==> src/rtl/ranger_pkg.sv <==
// Shared types and constants for the ultrasonic ranger.
// Holds the FSM encoding, distance width and default timing.
package ranger_pkg;

    typedef enum logic [2:0] {
        ST_IDLE,
        ST_TRIG,
        ST_WAIT_ECHO,
        ST_MEASURE,
        ST_DONE
    } state_t;

    localparam int DST_W = 12;
    localparam logic [DST_W-1:0] DST_NONE = 12'd4095;
    localparam logic [DST_W-1:0] DST_MAX  = 12'd4094;

    localparam int DEF_CYCLES_PER_MM = 291;
    localparam int DEF_TRIG_CYCLES   = 500;
    localparam int DEF_MEAS_PERIOD   = 3_000_000;
    localparam int DEF_ECHO_TIMEOUT  = 1_500_000;

    // Counter width able to hold 0..n-1, never narrower than one bit.
    function automatic int cnt_w(input int n);
        return (n > 1) ? $clog2(n) : 1;
    endfunction

endpackage

==> src/rtl/sync_2ff.sv <==
// Single-bit two-flop synchroniser for asynchronous inputs.
// Both flops reset to 0 so the output is defined out of reset.
module sync_2ff (
    input  logic clk,
    input  logic rst,
    input  logic i_d,
    output logic o_q
);

    logic r_meta;
    logic r_sync;

    // Two back-to-back flops resolve metastability on i_d.
    always_ff @(posedge clk or posedge rst) begin
        if (rst) begin
            r_meta <= 1'b0;
            r_sync <= 1'b0;
        end else begin
            r_meta <= i_d;
            r_sync <= r_meta;
        end
    end

    assign o_q = r_sync;

endmodule

==> src/rtl/ultrasonic_ranger.sv <==
// HC-SR04 style ranger: periodic trigger, echo timing, mm output.
// Distance is counted with a mod-CYCLES_PER_MM prescaler, no divider.
module ultrasonic_ranger
    import ranger_pkg::*;
#(
    parameter int CYCLES_PER_MM = DEF_CYCLES_PER_MM,
    parameter int TRIG_CYCLES   = DEF_TRIG_CYCLES,
    parameter int MEAS_PERIOD   = DEF_MEAS_PERIOD,
    parameter int ECHO_TIMEOUT  = DEF_ECHO_TIMEOUT
) (
    input  logic             clk,
    input  logic             rst,
    input  logic             echo,
    output logic             trig,
    output logic [DST_W-1:0] binary_dst,
    output logic             dst_valid,
    output logic             no_echo
);

    localparam int PER_W = cnt_w(MEAS_PERIOD);
    localparam int TO_W  = cnt_w(ECHO_TIMEOUT);
    localparam int SUB_W = cnt_w(CYCLES_PER_MM);
    localparam int TRG_W = cnt_w(TRIG_CYCLES);

    localparam logic [PER_W-1:0] PER_LAST = PER_W'(MEAS_PERIOD - 1);
    localparam logic [TO_W-1:0]  TO_LAST  = TO_W'(ECHO_TIMEOUT - 1);
    localparam logic [SUB_W-1:0] SUB_LAST = SUB_W'(CYCLES_PER_MM - 1);
    localparam logic [TRG_W-1:0] TRG_LAST = TRG_W'(TRIG_CYCLES - 1);

    state_t r_state;
    state_t w_state_nxt;

    logic [PER_W-1:0] r_period;
    logic [TRG_W-1:0] r_trig_cnt;
    logic [TO_W-1:0]  r_to;
    logic [SUB_W-1:0] r_sub;
    logic [DST_W-1:0] r_mm;
    logic             r_timed_out;

    logic             r_trig;
    logic [DST_W-1:0] r_dst;
    logic             r_valid;
    logic             r_no_echo;

    logic w_echo_s;
    logic w_start;
    logic w_trig_done;
    logic w_to_hit;
    logic w_clear;
    logic w_to_run;
    logic w_hit;
    logic w_timeout;

    sync_2ff u_echo_sync (
        .clk (clk),
        .rst (rst),
        .i_d (echo),
        .o_q (w_echo_s)
    );

    assign w_start     = (r_period == PER_LAST);
    assign w_trig_done = (r_trig_cnt == TRG_LAST);
    assign w_to_hit    = (r_to == TO_LAST);

    // Free-running measurement period; never reset by the FSM.
    always_ff @(posedge clk or posedge rst) begin
        if (rst) begin
            r_period <= '0;
        end else if (w_start) begin
            r_period <= '0;
        end else begin
            r_period <= r_period + PER_W'(1);
        end
    end

    // FSM state register.
    always_ff @(posedge clk or posedge rst) begin
        if (rst) begin
            r_state <= ST_IDLE;
        end else begin
            r_state <= w_state_nxt;
        end
    end

    // Next state and datapath strobes; timeout outranks echo fall.
    always_comb begin
        w_state_nxt = r_state;
        w_clear     = 1'b0;
        w_to_run    = 1'b0;
        w_hit       = 1'b0;
        w_timeout   = 1'b0;
        unique case (r_state)
            ST_IDLE: begin
                if (w_start) begin
                    w_state_nxt = ST_TRIG;
                end
            end
            ST_TRIG: begin
                w_clear = 1'b1;
                if (w_trig_done) begin
                    w_state_nxt = ST_WAIT_ECHO;
                end
            end
            ST_WAIT_ECHO: begin
                w_to_run = 1'b1;
                w_hit    = w_echo_s;
                if (w_to_hit) begin
                    w_state_nxt = ST_DONE;
                    w_timeout   = 1'b1;
                end else if (w_echo_s) begin
                    w_state_nxt = ST_MEASURE;
                end
            end
            ST_MEASURE: begin
                w_to_run = 1'b1;
                w_hit    = w_echo_s;
                if (w_to_hit) begin
                    w_state_nxt = ST_DONE;
                    w_timeout   = 1'b1;
                end else if (!w_echo_s) begin
                    w_state_nxt = ST_DONE;
                end
            end
            ST_DONE: begin
                w_state_nxt = ST_IDLE;
            end
            default: begin
                w_state_nxt = ST_IDLE;
            end
        endcase
    end

    // Trigger pulse length counter, idle at zero outside TRIG.
    always_ff @(posedge clk or posedge rst) begin
        if (rst) begin
            r_trig_cnt <= '0;
        end else if (r_state == ST_TRIG && !w_trig_done) begin
            r_trig_cnt <= r_trig_cnt + TRG_W'(1);
        end else begin
            r_trig_cnt <= '0;
        end
    end

    // Timeout counter runs across WAIT_ECHO and MEASURE.
    always_ff @(posedge clk or posedge rst) begin
        if (rst) begin
            r_to <= '0;
        end else if (w_clear) begin
            r_to <= '0;
        end else if (w_to_run) begin
            r_to <= r_to + TO_W'(1);
        end
    end

    // Prescaled echo-high counter: one mm every CYCLES_PER_MM cycles.
    always_ff @(posedge clk or posedge rst) begin
        if (rst) begin
            r_sub <= '0;
            r_mm  <= '0;
        end else if (w_clear) begin
            r_sub <= '0;
            r_mm  <= '0;
        end else if (w_hit) begin
            if (r_sub == SUB_LAST) begin
                r_sub <= '0;
                if (r_mm != DST_MAX) begin
                    r_mm <= r_mm + DST_W'(1);
                end
            end else begin
                r_sub <= r_sub + SUB_W'(1);
            end
        end
    end

    // Remember whether this measurement ended by timeout.
    always_ff @(posedge clk or posedge rst) begin
        if (rst) begin
            r_timed_out <= 1'b0;
        end else if (w_clear) begin
            r_timed_out <= 1'b0;
        end else if (w_timeout) begin
            r_timed_out <= 1'b1;
        end
    end

    // Registered pin and result outputs; result loads in DONE.
    always_ff @(posedge clk or posedge rst) begin
        if (rst) begin
            r_trig    <= 1'b0;
            r_valid   <= 1'b0;
            r_dst     <= DST_NONE;
            r_no_echo <= 1'b1;
        end else begin
            r_trig  <= (r_state == ST_TRIG);
            r_valid <= (r_state == ST_DONE);
            if (r_state == ST_DONE) begin
                r_dst     <= r_timed_out ? DST_NONE : r_mm;
                r_no_echo <= r_timed_out;
            end
        end
    end

    assign trig       = r_trig;
    assign binary_dst = r_dst;
    assign dst_valid  = r_valid;
    assign no_echo    = r_no_echo;

endmodule

==> config.mk <==
export PLATFORM = sky130hd
export DESIGN_NAME = ultrasonic_ranger
export DESIGN_NICKNAME = d
export VERILOG_FILES = /design/src/rtl/ranger_pkg.sv /design/src/rtl/sync_2ff.sv /design/src/rtl/ultrasonic_ranger.sv
export SDC_FILE = /design/constraint.sdc
export NUM_CORES = 1
export LEC_CHECK = 0
export BUFFER_PORTS_ARGS = -buffer_cell sky130_fd_sc_hd__buf_2
export CAP_MARGIN = 10
export CORE_MARGIN = 2
export CORE_UTILIZATION = 55
export CTS_CLUSTER_DIAMETER = 200
export CTS_CLUSTER_SIZE = 25
export DETAILED_ROUTE_END_ITERATION = 12
export PLACE_DENSITY = 0.77
export SYNTH_ARGS = -nofsm -noshare
export SYNTH_HDL_FRONTEND = slang
export SYNTH_HIERARCHICAL = 1
export SYNTH_SLANG_ARGS = --single-unit
==> constraint.sdc <==
create_clock -name clk -period 2.5 [get_ports clk]
set_input_delay 0.25 -clock clk [delete_from_list [all_inputs] [get_ports clk]]
set_output_delay 0.25 -clock clk [all_outputs]
set_load 0.03 [all_outputs]
Yosys cells after proc, flatten, opt, wreduce, memory -nomap -nowiden
Cells that the tools add are included.
{ "op_classes": {"add_sub_neg": 5, "eq_ne": 13, "mux": 26, "reduce_logical": 11} }
{ "ops": {"columns": ["cell", "count"], "rows": [
  ["12-bit 2-to-1 mux", 5],
  ["21-bit 2-to-1 mux", 2],
  ["9-bit 2-to-1 mux", 4],
  ["22-bit by 1-bit adder with 22-bit output, second input constant", 1],
  ["22-bit equality test, second input constant", 1],
  ["22-bit 2-to-1 mux", 1],
  ["21-bit by 1-bit adder with 21-bit output, second input constant", 1],
  ["21-bit equality test, second input constant", 1],
  ["9-bit by 1-bit adder with 9-bit output, second input constant", 2],
  ["9-bit equality test, second input constant", 2],
  ["3-bit 2-to-1 mux", 6],
  ["12-bit by 1-bit adder with 12-bit output, second input constant", 1],
  ["12-bit != test, second input constant", 1],
  ["3-bit one-hot mux with 4 select lines", 1],
  ["2-bit nonzero test", 5],
  ["1-bit 2-to-1 mux", 7],
  ["3-bit by 2-bit equality test with 1-bit output, second input constant", 2],
  ["2-bit != test, second input constant", 2],
  ["4-bit AND reduction", 1],
  ["3-bit by 1-bit equality test with 1-bit output, second input constant", 1],
  ["3-bit equality test, second input constant", 1],
  ["3-bit logical NOT", 1],
  ["3-bit by 2-bit != test with 1-bit output, second input constant", 1],
  ["3-bit != test, second input constant", 1],
  ["4 further kinds", 4]
]} }
{ "totals": {"register_bits": 94, "inputBits": 3, "output_inout_bits": 15, "elab_cells": 68} }

Longest topological paths before layout
Gate-level depths: netlist of the first run.
{ "depth": {"ltp_word": 5, "mapped_depth": 8, "mapped_depth_nobuf": 7} }

By module
Netlist of the first run, hierarchy kept.
{ "by_module_without_submodules": {"columns": ["mod", "n_inst", "cells_per_inst", "area_each_um2", "seq_area_each_um2"], "rows": [
  ["ultrasonic_ranger", 1, 453, 4393.0, 2318.5],
  ["sync_2ff", 1, 3, 53.8, 50.0]
]} }

Worst setup path after synthesis of the first run
Ideal clock, no wire load.
{ "synth_path": {"path_type": "reg-to-reg", "startpoint": "register r_sub[0]", "endpoint": "register r_mm[10]", "setup_time_ns": 0.066, "arrival_time_ns": 2.165, "required_ns": 2.434, "setup_slack_ns": 0.269, "stages_incl_launch_ff": 8, "path_buffers": 0, "period_less_slack_ns": 2.231, "path_cell_list": "dfrtp_1 -> inv_1 -> ha_1 -> or4b_4 -> nor4_4 -> o2111ai_2 -> or4_1 -> nand2_1"} }
{ "synth_between": {"elab_chain_len": 3} }
{ "synth_rtl": {"columns": ["item", "line_no", "source"], "rows": [
  ["start: declaration", "ultrasonic_ranger.sv:36", "logic [SUB_W-1:0] r_sub;"],
  ["start signal: assignment", "ultrasonic_ranger.sv:170", "r_sub <= r_sub + SUB_W'(1);"],
  ["9-bit equality test", "ultrasonic_ranger.sv:164", "if (r_sub == SUB_LAST) begin"],
  ["2-bit nonzero test (no line)", null, null],
  ["3-bit AND reduction (no line)", null, null],
  ["end signal: assignment", "ultrasonic_ranger.sv:167", "r_mm <= r_mm + DST_W'(1);"],
  ["end: declaration", "ultrasonic_ranger.sv:37", "logic [DST_W-1:0] r_mm;"]
]} }
No other way between the ends.
A chain may end at the register's enable or synchronous reset.

Worst setup path in the final report of the first run
{ "layout_path": {"startpoint": "register r_sub[0]", "endpoint": "register r_mm[4]"} }
The elaborated chain is that of the path after synthesis.

==> impl_results.md, run 1 <==
* H-tree depth at 3
* CTS Buf Count at 9
* Largest net degree at the start of global routing at 47
* Post-synthesis sequential area ratio at 0.533
* Cells after synthesis at 456
* Buffers on Ports at 17
* HP Class: input port to flop
* Synthesized net count at 466
* Synth Cell Area at 0.00445 mm^2
* Ys Warns at 6
* Peak supply drop at 0.309 mV
* Clock skew at 0.00505 ns
* Die height at 93.9 um
* DRT iter0 DRCs at 151
* RSZ-0062 raised after global routing: false
* Vias in the first global route at 3090
* Req. time, crit path at 2.79 ns
* Routed WL per cell at 13.5 um
* IO Count at 18
* Std cell rows at 32
* Fillers at 660
* Clock root buffer: clkbuf_8
* # clock sinks at 94
* Worst Path Max Fanout at 5
* Total number of vias at 3312
* First-pass GRT wire length at 14200 um
* Yosys reg bits at 94
* Dpl hpwl at 5470 um
* Max cap viols at 0
* Worst Setup EP: r_mm[4]
* Post-synth EDFFs at 0
* Crit. Startpoint: r_sub[0]
* Fin Setup TNS at 0 ns
* Clk_lat worst skew at 0.36 ns
* Final period utilization at 0.900
* Final nets at 490
* Slew Viols, Final at 0
* Status: finished, final reports clean
* Reg area at 0.00237 mm^2
* Die width at 93.9 um
* Post-DRT Antenna Nets at 0
* Footprint of the multi-input gates at 0.00200 mm^2
* Setup CP Type: flop to flop
* Most common cell after layout, fill and taps aside: nor2_1
* Reg clk slew, reported paths at 0.08 ns
* Prevailing post-synth register cell: dfrtp_1
* Worst r2r dst: r_mm[4]
* CP Capture Type: flop
* Core Area at 0.00777 mm^2
* Flop-to-flop setup slack at 0.25 ns
* Synth cell types at 44
* Tot GR Track Use at 0.204
* Area Growth Syn to Fin at 10.6%
* Reg2reg path depth at 7
* Ys async rst share at 1.00
* DRC at 0
* Initial antenna violation count at 0
* Leak at 0.00218 uW
* Layout cells sized above 1 at 0.128
* CTS tree: done
* Grt ovf at 0
* Commonest cells after routing, fill and taps aside: nor2_1, dfrtp_1, nand2_1, nand3_1, xor2_1
* Antenna diode count at 0
* Vias per std cell at 5.64
* DIE AREA at 0.00882 mm^2
* F_max at 445 MHz
* Total design power at 2610 uW
* TritonRoute pass-1 iters at 4
* Pwr/cell area at 531 mW/mm^2
* Final setup violation count at 0
* Delay of the slowest critical-path stage at 0.48 ns
* Post-Syn Area per Cell at 9.75 um^2
* Crit-path slowest cell: or4b_4
* Routed WL at 7950 um
* Slew margin rel. at 0.531
* Final hold vios at 0
* Arrival time worst endpoint at 2.54 ns
* Clk buf depth at 2
* R2r startpoint: r_sub[0]
* Startpoint types: flop
* Initial cell density of the core at 0.572
* Final worst path period need at 2.25 ns
* Routability cong. at 0.804
* Tightest Pin Transition at 0.702 ns
* Util after Layout at 0.633
* Crit path cell chain: inv_1, ha_1, or4b_4, nor4_4, nand3_1, or4_1, o21ai_1
state kept, by name, indices dropped and copies added, names as in the netlist, 3 cells and up:
register    cells
r_sub           9
r_to           21
r_trig_cnt      9
r_state         3
binary_dst     12
r_mm           12
r_period       22
cell type report:
cell class	count	share of cell area
inverters	7	0.00611
well taps	102	0.0260
flip-flops and latches	94	0.482
repair buffers	27	0.0356
clock buffers	14	0.0354
clock inverters	2	0.00763
multi-input cells	341	0.408
timing repair:
action                    in CTS  in global routing
hold endpoints to repair       2                  0
resized for setup              0                  0
buffers inserted               0                  0
hold buffers                   1                  0
cell usage after synthesis (3+ instances only):
| library cell | number | area, um^2 |
|---|---|---|
| xor2_1 | 31 | 272 |
| or4_1 | 7 | 52.6 |
| a21oi_1 | 15 | 75.1 |
| inv_1 | 7 | 26.3 |
| dfrtp_1 | 81 | 2030 |
| nor4_1 | 6 | 37.5 |
| and4_1 | 5 | 43.8 |
| and3_1 | 15 | 93.8 |
| o21ai_0 | 23 | 115 |
| nand4_1 | 20 | 125 |
| nor3_1 | 5 | 25.0 |
| nor2_1 | 88 | 330 |
| nand2_1 | 33 | 124 |
| o31ai_1 | 3 | 22.5 |
| and2_1 | 4 | 25.0 |
| clkbuf_1 | 13 | 48.8 |
| dfstp_2 | 13 | 342 |
| ha_1 | 7 | 87.6 |
| nand3_1 | 33 | 165 |
| xnor2_1 | 16 | 140 |
worst min-delay path by stage:
stage / to / cells after the start / slack [ns] / start
after floorplan: u_echo_sync/o_q / 1 / -0.009 / rst
after global placement: u_echo_sync/o_q / 2 / 0.15 / rst
after detailed placement: u_echo_sync/r_meta / 2 / 0.14 / rst
after CTS: u_echo_sync/r_meta / 1 / 0.003 / echo
after global routing: u_echo_sync/r_meta / 1 / 0.005 / echo
final: u_echo_sync/r_meta / 1 / 0.01 / echo
layer usage:
metal,track usage,vias up,wire length (um),part of all wire
li1,-,1638,-,-
met1,0.280,1602,3870,0.49
met2,0.320,58,3650,0.46
met3,0.0457,14,278,0.035
met4,0.0761,0,147,0.018
met5,0,-,0,0
power breakdown:
group | internal, uW | switching, uW | total, uW
registers | 1520 | 0.790 | 1520
clock network | 552 | 500 | 1050
logic | 7.07 | 29.9 | 37.0
through the flow:
step / setup WS (ns) / instances / hold WS [ns] / area, um^2
after floorplan: 0.269 / 456 / -0.00882 / 4450
after detailed placement: 0.259 / 570 / 0.143 / 4700
after global routing: 0.132 / 587 / 0.00477 / 4920
final: 0.251 / 587 / 0.0143 / 4920
after global placement: 0.322 / 570 / 0.146 / 4700
after CTS: 0.238 / 587 / 0.00280 / 4920
critical path: cells and delay by family, from the launching register on:
family | cells | cell delay [ns]
fa+ha+maj | 1 | 0.13
simple gates | 4 | 1.46
flops | 1 | 0.42
compound gates | 1 | 0.09
buf+inv | 1 | 0.08
kinds of logic after synthesis:
group                    synth area share
AND/OR/NAND/NOR                     0.258
XOR/XNOR                           0.0926
AO/OA/AOI/OAI                      0.0695
buffers and inverters              0.0177
multiplexers                      0.00957
flip-flops                          0.533
adder cells (fa/ha/maj)            0.0197
Note: power is estimated with default switching activity, not from simulation.
==> inputs of run 2 (changes only) <==
Settings changed: MAX_ROUTING_LAYER set to met4, RECOVER_POWER set to 100.
==> impl_results.md, run 2 (synthesis gave the netlist of run 1 again) <==
* Max reg flops at 22
* Largest registers: r_period (22), r_to (21)
* Min-delay src: echo
* CP Capture Type: flop
* DRC at 0
* Top reg by flops: r_period
* Routability cong. at 0.816
* Final setup violation count at 0
* Commonest cells after routing, fill and taps aside: nor2_1, dfrtp_1, nand2_1, nand3_1, xor2_1
* Slew margin rel. at 0.0855
* Initial antenna violation count at 0
* Setup CP Type: flop to flop
* CTS Buf Count at 9
* Layout cells sized above 1 at 0.0804
* Most common cell after layout, fill and taps aside: nor2_1
* CTS tree: done
* Final nets at 490
* Arrival time worst endpoint at 2.61 ns
* Final worst path period need at 2.30 ns
* Antenna diode count at 0
* DRT iter0 DRCs at 155
* Pre-CTS setup slack at 0.259 ns
* Worst setup margin at 0.196 ns
* Clk_lat worst skew at 0.36 ns
* First-pass GRT wire length at 14300 um
* Fin Setup TNS at 0 ns
* Routed WL at 7960 um
* Std cell rows at 32
* Slew Viols, Final at 0
* Status: finished, final reports clean
* # clock sinks at 94
* Reg clk slew, reported paths at 0.08 ns
* Grt ovf at 0
* Total number of vias at 3292
* Post-DRT Antenna Nets at 0
* F_max at 434 MHz
* Largest net degree at the start of global routing at 47
* Final period utilization at 0.921
* Core Area at 0.00777 mm^2
* DIE AREA at 0.00882 mm^2
* Die height at 93.9 um
* Fillers at 677
* Crit. Startpoint: r_sub[0]
* Final hold vios at 0
* Min Hold Slack at 0.0293 ns
* Peak supply drop at 0.308 mV
* Pwr/cell area at 537 mW/mm^2
* H-tree depth at 3
* Vias in the first global route at 3093
* Delay of the slowest critical-path stage at 0.52 ns
* Vias per std cell at 5.61
* R2r startpoint: r_sub[0]
* Startpoint types: flop
* Die width at 93.9 um
* Buffers on Ports at 17
* Clock root buffer: clkbuf_8
* Max cap viols at 0
* Area Growth Syn to Fin at 9.06%
* Worst Path Max Fanout at 5
* Clk buf depth at 2
* Req. time, crit path at 2.80 ns
* Dpl hpwl at 5470 um
* Crit-path slowest cell: or4b_1
* Clock skew at 0.00632 ns
* Initial cell density of the core at 0.572
* TritonRoute pass-1 iters at 4
* Tot GR Track Use at 0.210
* Leak at 0.00208 uW
* Crit path cell chain: inv_1, ha_1, or4b_1, nor4_4, o2111ai_1, or4_1, nand2_1
* IO Count at 18
* CP top delay family: simple AND/OR/NAND/NOR gates
* Tightest Pin Transition at 1.36 ns
* WP buf/inv at 1
* Util after Layout at 0.624
* Post-CTS resize count at 0
* Routed WL per cell at 13.6 um
* HP Class: input port to flop
* RSZ-0062 raised after global routing: false
[run 2: repair_timing]
action / in CTS / in global routing
hold endpoints to repair: 2 / 0
hold buffers: 1 / 0
buffers inserted: 0 / 0
[run 2: area by class of cell]
type	count	area, um^2	area share
Clock buffer	14	174	0.0359
Clock inverter	2	37.5	0.00774
Inverter	7	27.5	0.00568
Multi-Input combinational cell	341	1990	0.410
Sequential cell	94	2370	0.488
Tap cell	102	128	0.0263
Timing Repair Buffer	27	125	0.0258
[run 2: path summary, 6_finish.rpt]
| kind | end | slack, ns | depth (start not counted) |
|---|---|---|---|
| min in group asynchronous | u_echo_sync/r_meta | 0.31 | 3 |
| worst min-delay path | u_echo_sync/r_meta | 0.03 | 1 |
| worst max register to register | r_mm[10] | 0.20 | 7 |
| max in group asynchronous | dst_valid | 0.49 | 4 |
| worst max-delay path | r_mm[10] | 0.20 | 7 |
| worst min register to register | u_echo_sync/o_q | 0.36 | 0 |
[run 2: metal layers]
| layer | wire [um] | GRT usage |
|---|---|---|
| met1 | 3930 | 0.282 |
| met2 | 3690 | 0.320 |
| met3 | 249 | 0.0457 |
| met4 | 87 | 0.0761 |
| met5 | 0 | - |
[run 2: worst register-to-register path, stage by stage, from the launching register on]
cell	delay, ns
dfrtp_1	0.42
inv_1	0.08
ha_1	0.13
or4b_1	0.52
nor4_4	0.37
o2111ai_1	0.23
or4_1	0.43
nand2_1	0.07
[run 2: report_power, final]
part	internal, uW	switching (uW)
registers	1520	0.729
clock network	552	495
logic	3.71	29.1
[run 2: metrics by stage]
step / cell area, um^2 / instances / total power, uW
after floorplan: 4450 / 456 / 1570
after global placement: 4700 / 570 / 1590
after detailed placement: 4700 / 570 / 1590
after CTS: 4920 / 587 / 2650
after global routing: 4850 / 587 / 2710
final: 4850 / 587 / 2600
==> inputs of run 3 (changes only) <==
Settings changed: ABC_CLOCK_PERIOD_IN_PS set to 2500, SYNTH_HIERARCHICAL 1 to unset.
==> impl_results.md, run 3 <==
* Status: finished, final reports clean
* M1 wire length at 4240 um
* Worst r2r dst: r_sub[3]
* Cells after synthesis at 486
* Commonest cells post-synth: dfrtp_1, nor2_1, nand2_1
* Routability cong. at 0.830
* Routed WL at 9540 um
* Crit. Startpoint: r_sub[0]
* Synth Cell Area at 0.00487 mm^2
* Prevailing post-synth register cell: dfrtp_1
* Top Layer Used: met4
* RSZ-0062 raised after global routing: false
* Crit path cell chain: inv_1, ha_1, nor4b_2, nand2_1, a21oi_1, nor2_1
* DRT iter0 DRCs at 210
* Final setup violation count at 0
* Die height at 98.1 um
* HP Class: flop to flop
* Commonest cells after routing, fill and taps aside: dfrtp_1, nor2_1, nand2_1, nand3_1, a21oi_1
* Vias per std cell at 6.15
* # clock sinks at 94
* Crit-path slowest cell: a21oi_1
* Most frequent cell after synthesis: dfrtp_1
* Peak supply drop at 0.300 mV
* Total number of vias at 3785
* Final nets at 512
* Post-CTS resize count at 0
* Clk_lat worst skew at 0.38 ns
* Die width at 98.1 um
* Worst setup margin at 0.273 ns
* Clock root buffer: clkbuf_8
* Metal2 WL at 4710 um
* Yosys top cell by area: dfrtp_1
* Post-synth EDFFs at 0
* CP Capture Type: flop
* Yosys reg bits at 94
* Reg clk slew, reported paths at 0.10 ns
* Clk buf depth at 2
* First-pass GRT wire length at 16400 um
* Core Area at 0.00864 mm^2
* Antenna diode count at 0
* Postcts setup bufs at 0
* Post-DRT Antenna Nets at 0
* Final period utilization at 0.891
* Arrival time worst endpoint at 2.46 ns
* Reg2reg path depth at 6
* Ys async rst share at 1.00
* F_max at 449 MHz
* Slew margin rel. at 0.0305
* Post-Syn Area per Cell at 10.0 um^2
* Clock skew at 0.0123 ns
* Worst Setup EP: r_sub[3]
* Tot GR Track Use at 0.216
* Flop-to-flop setup slack at 0.27 ns
* Initial cell density of the core at 0.564
* Tightest Pin Transition at 1.45 ns
* Req. time, crit path at 2.73 ns
* CTS tree: done
* IO Count at 18
* Grt ovf at 0
* Leak at 0.00219 uW
* Setup CP Type: flop to flop
* Startpoint types: flop
* Pwr/cell area at 489 mW/mm^2
* Top reg by flops: r_period
* Synth cell types at 67
* WP buf/inv at 1
* DIE AREA at 0.00963 mm^2
* R2r startpoint: r_sub[0]
* Area Growth Syn to Fin at 6.16%
* Initial antenna violation count at 0
* Hold path depth at 0
* Ys Warns at 0
* Worst Path Max Fanout at 7
* Final worst path period need at 2.23 ns
* Max cap viols at 0
* Pre-CTS setup slack at 0.429 ns
* H-tree depth at 3
* CP Depth at 6
* Largest net degree at the start of global routing at 62
* Vias in the first global route at 3570
* Met3 Routed Length at 379 um
* Synth top area cells: dfrtp_1, dfstp_2, nor2_1
* Buffers on Ports at 17
* Synthesized net count at 496
* DRC at 0
* Fin Setup TNS at 0 ns
* Post-synth top area share at 0.416
* Final hold vios at 0
* Post-synthesis sequential area ratio at 0.486
* Routed WL per cell at 15.5 um
* Slew Viols, Final at 0
* Dpl hpwl at 6510 um
* Std cell rows at 34
* Delay of the slowest critical-path stage at 0.56 ns
* TritonRoute pass-1 iters at 4
* Max reg flops at 22
* Largest registers: r_period (22), r_to (21)
* Layout cells sized above 1 at 0.0986
* Most common cell after layout, fill and taps aside: dfrtp_1
* CTS Buf Count at 9
* CP top delay family: simple AND/OR/NAND/NOR gates
run 3: cell types whose count changed after synthesis, sizes merged, moves of 7 or more:
cell	previous run	this run
a21oi	15	29
and3	15	7
buf	1	10
mux2i	2	9
nor2	88	63
nor4b	0	7
o21ai	25	10
o31ai	3	11
xor2	31	14
run 3: power breakdown:
part	switching [uW]	internal, uW
clock	587	384
sequential	1.42	1520
combinational	29.1	4.35
run 3: cell families (layout without fill, tap and decap cells):
kind of cell    count (synthesis)  count (layout)  share of synthesized area
compound gates                 76              76                      0.102
simple gates                  231             231                      0.273
fa+ha+maj                       7               7                     0.0180
buf+inv                        32              53                     0.0336
xor+xnor                       33              33                     0.0593
mux                            13              13                     0.0277
flops                          94              94                      0.486
run 3: worst min path at each step:
stage	startpoint	to	slack [ns]
after global routing	u_echo_sync.r_meta	u_echo_sync.o_q	0.38
after CTS	u_echo_sync.r_meta	u_echo_sync.o_q	0.37
after global placement	u_echo_sync.r_meta	u_echo_sync.o_q	0.33
after floorplan	echo	u_echo_sync.r_meta	0.28
after detailed placement	u_echo_sync.r_meta	u_echo_sync.o_q	0.34
final	u_echo_sync.r_meta	u_echo_sync.o_q	0.37
run 3: what timing repair did:
| action | CTS | global route |
|---|---|---|
| hold buffers | 2 | 0 |
| setup endpoints to repair | 0 | 0 |
| hold endpoints to repair | 49 | 0 |
run 3: cell type report:
class | instances | area, um^2
tap | 108 | 135
multi-input combinational | 360 | 2310
clock inverter | 7 | 63.8
inverter | 12 | 61.3
sequential | 94 | 2370
fill | 752 | 3460
timing repair buffer | 25 | 114
clock buffer | 9 | 124
run 3: layer usage:
layer | up-vias | GRT usage
met5 | - | -
met4 | 0 | 0.0962
met3 | 19 | 0.0394
met2 | 85 | 0.347
met1 | 1870 | 0.267
li1 | 1811 | -
run 3: metrics by stage:
step | instance area (um^2) | util | hold WS, ns | instances | total power [uW]
floorplan | 4880 | - | 0.281 | 486 | 1570
global placement | 5050 | 0.584 | 0.333 | 597 | 1590
detailed placement | 5050 | 0.584 | 0.342 | 597 | 1590
CTS | 5260 | 0.609 | 0.367 | 615 | 2560
global route | 5170 | 0.599 | 0.380 | 615 | 2630
finish | 5170 | 0.599 | 0.371 | 615 | 2530
run 3: worst register-to-register path: stages, from the launching register on:
cell and delay, ns:
dfrtp_1 0.41, inv_1 0.11, ha_1 0.16, nor4b_2 0.51, nand2_1 0.23, a21oi_1 0.56
nor2_1 0.11
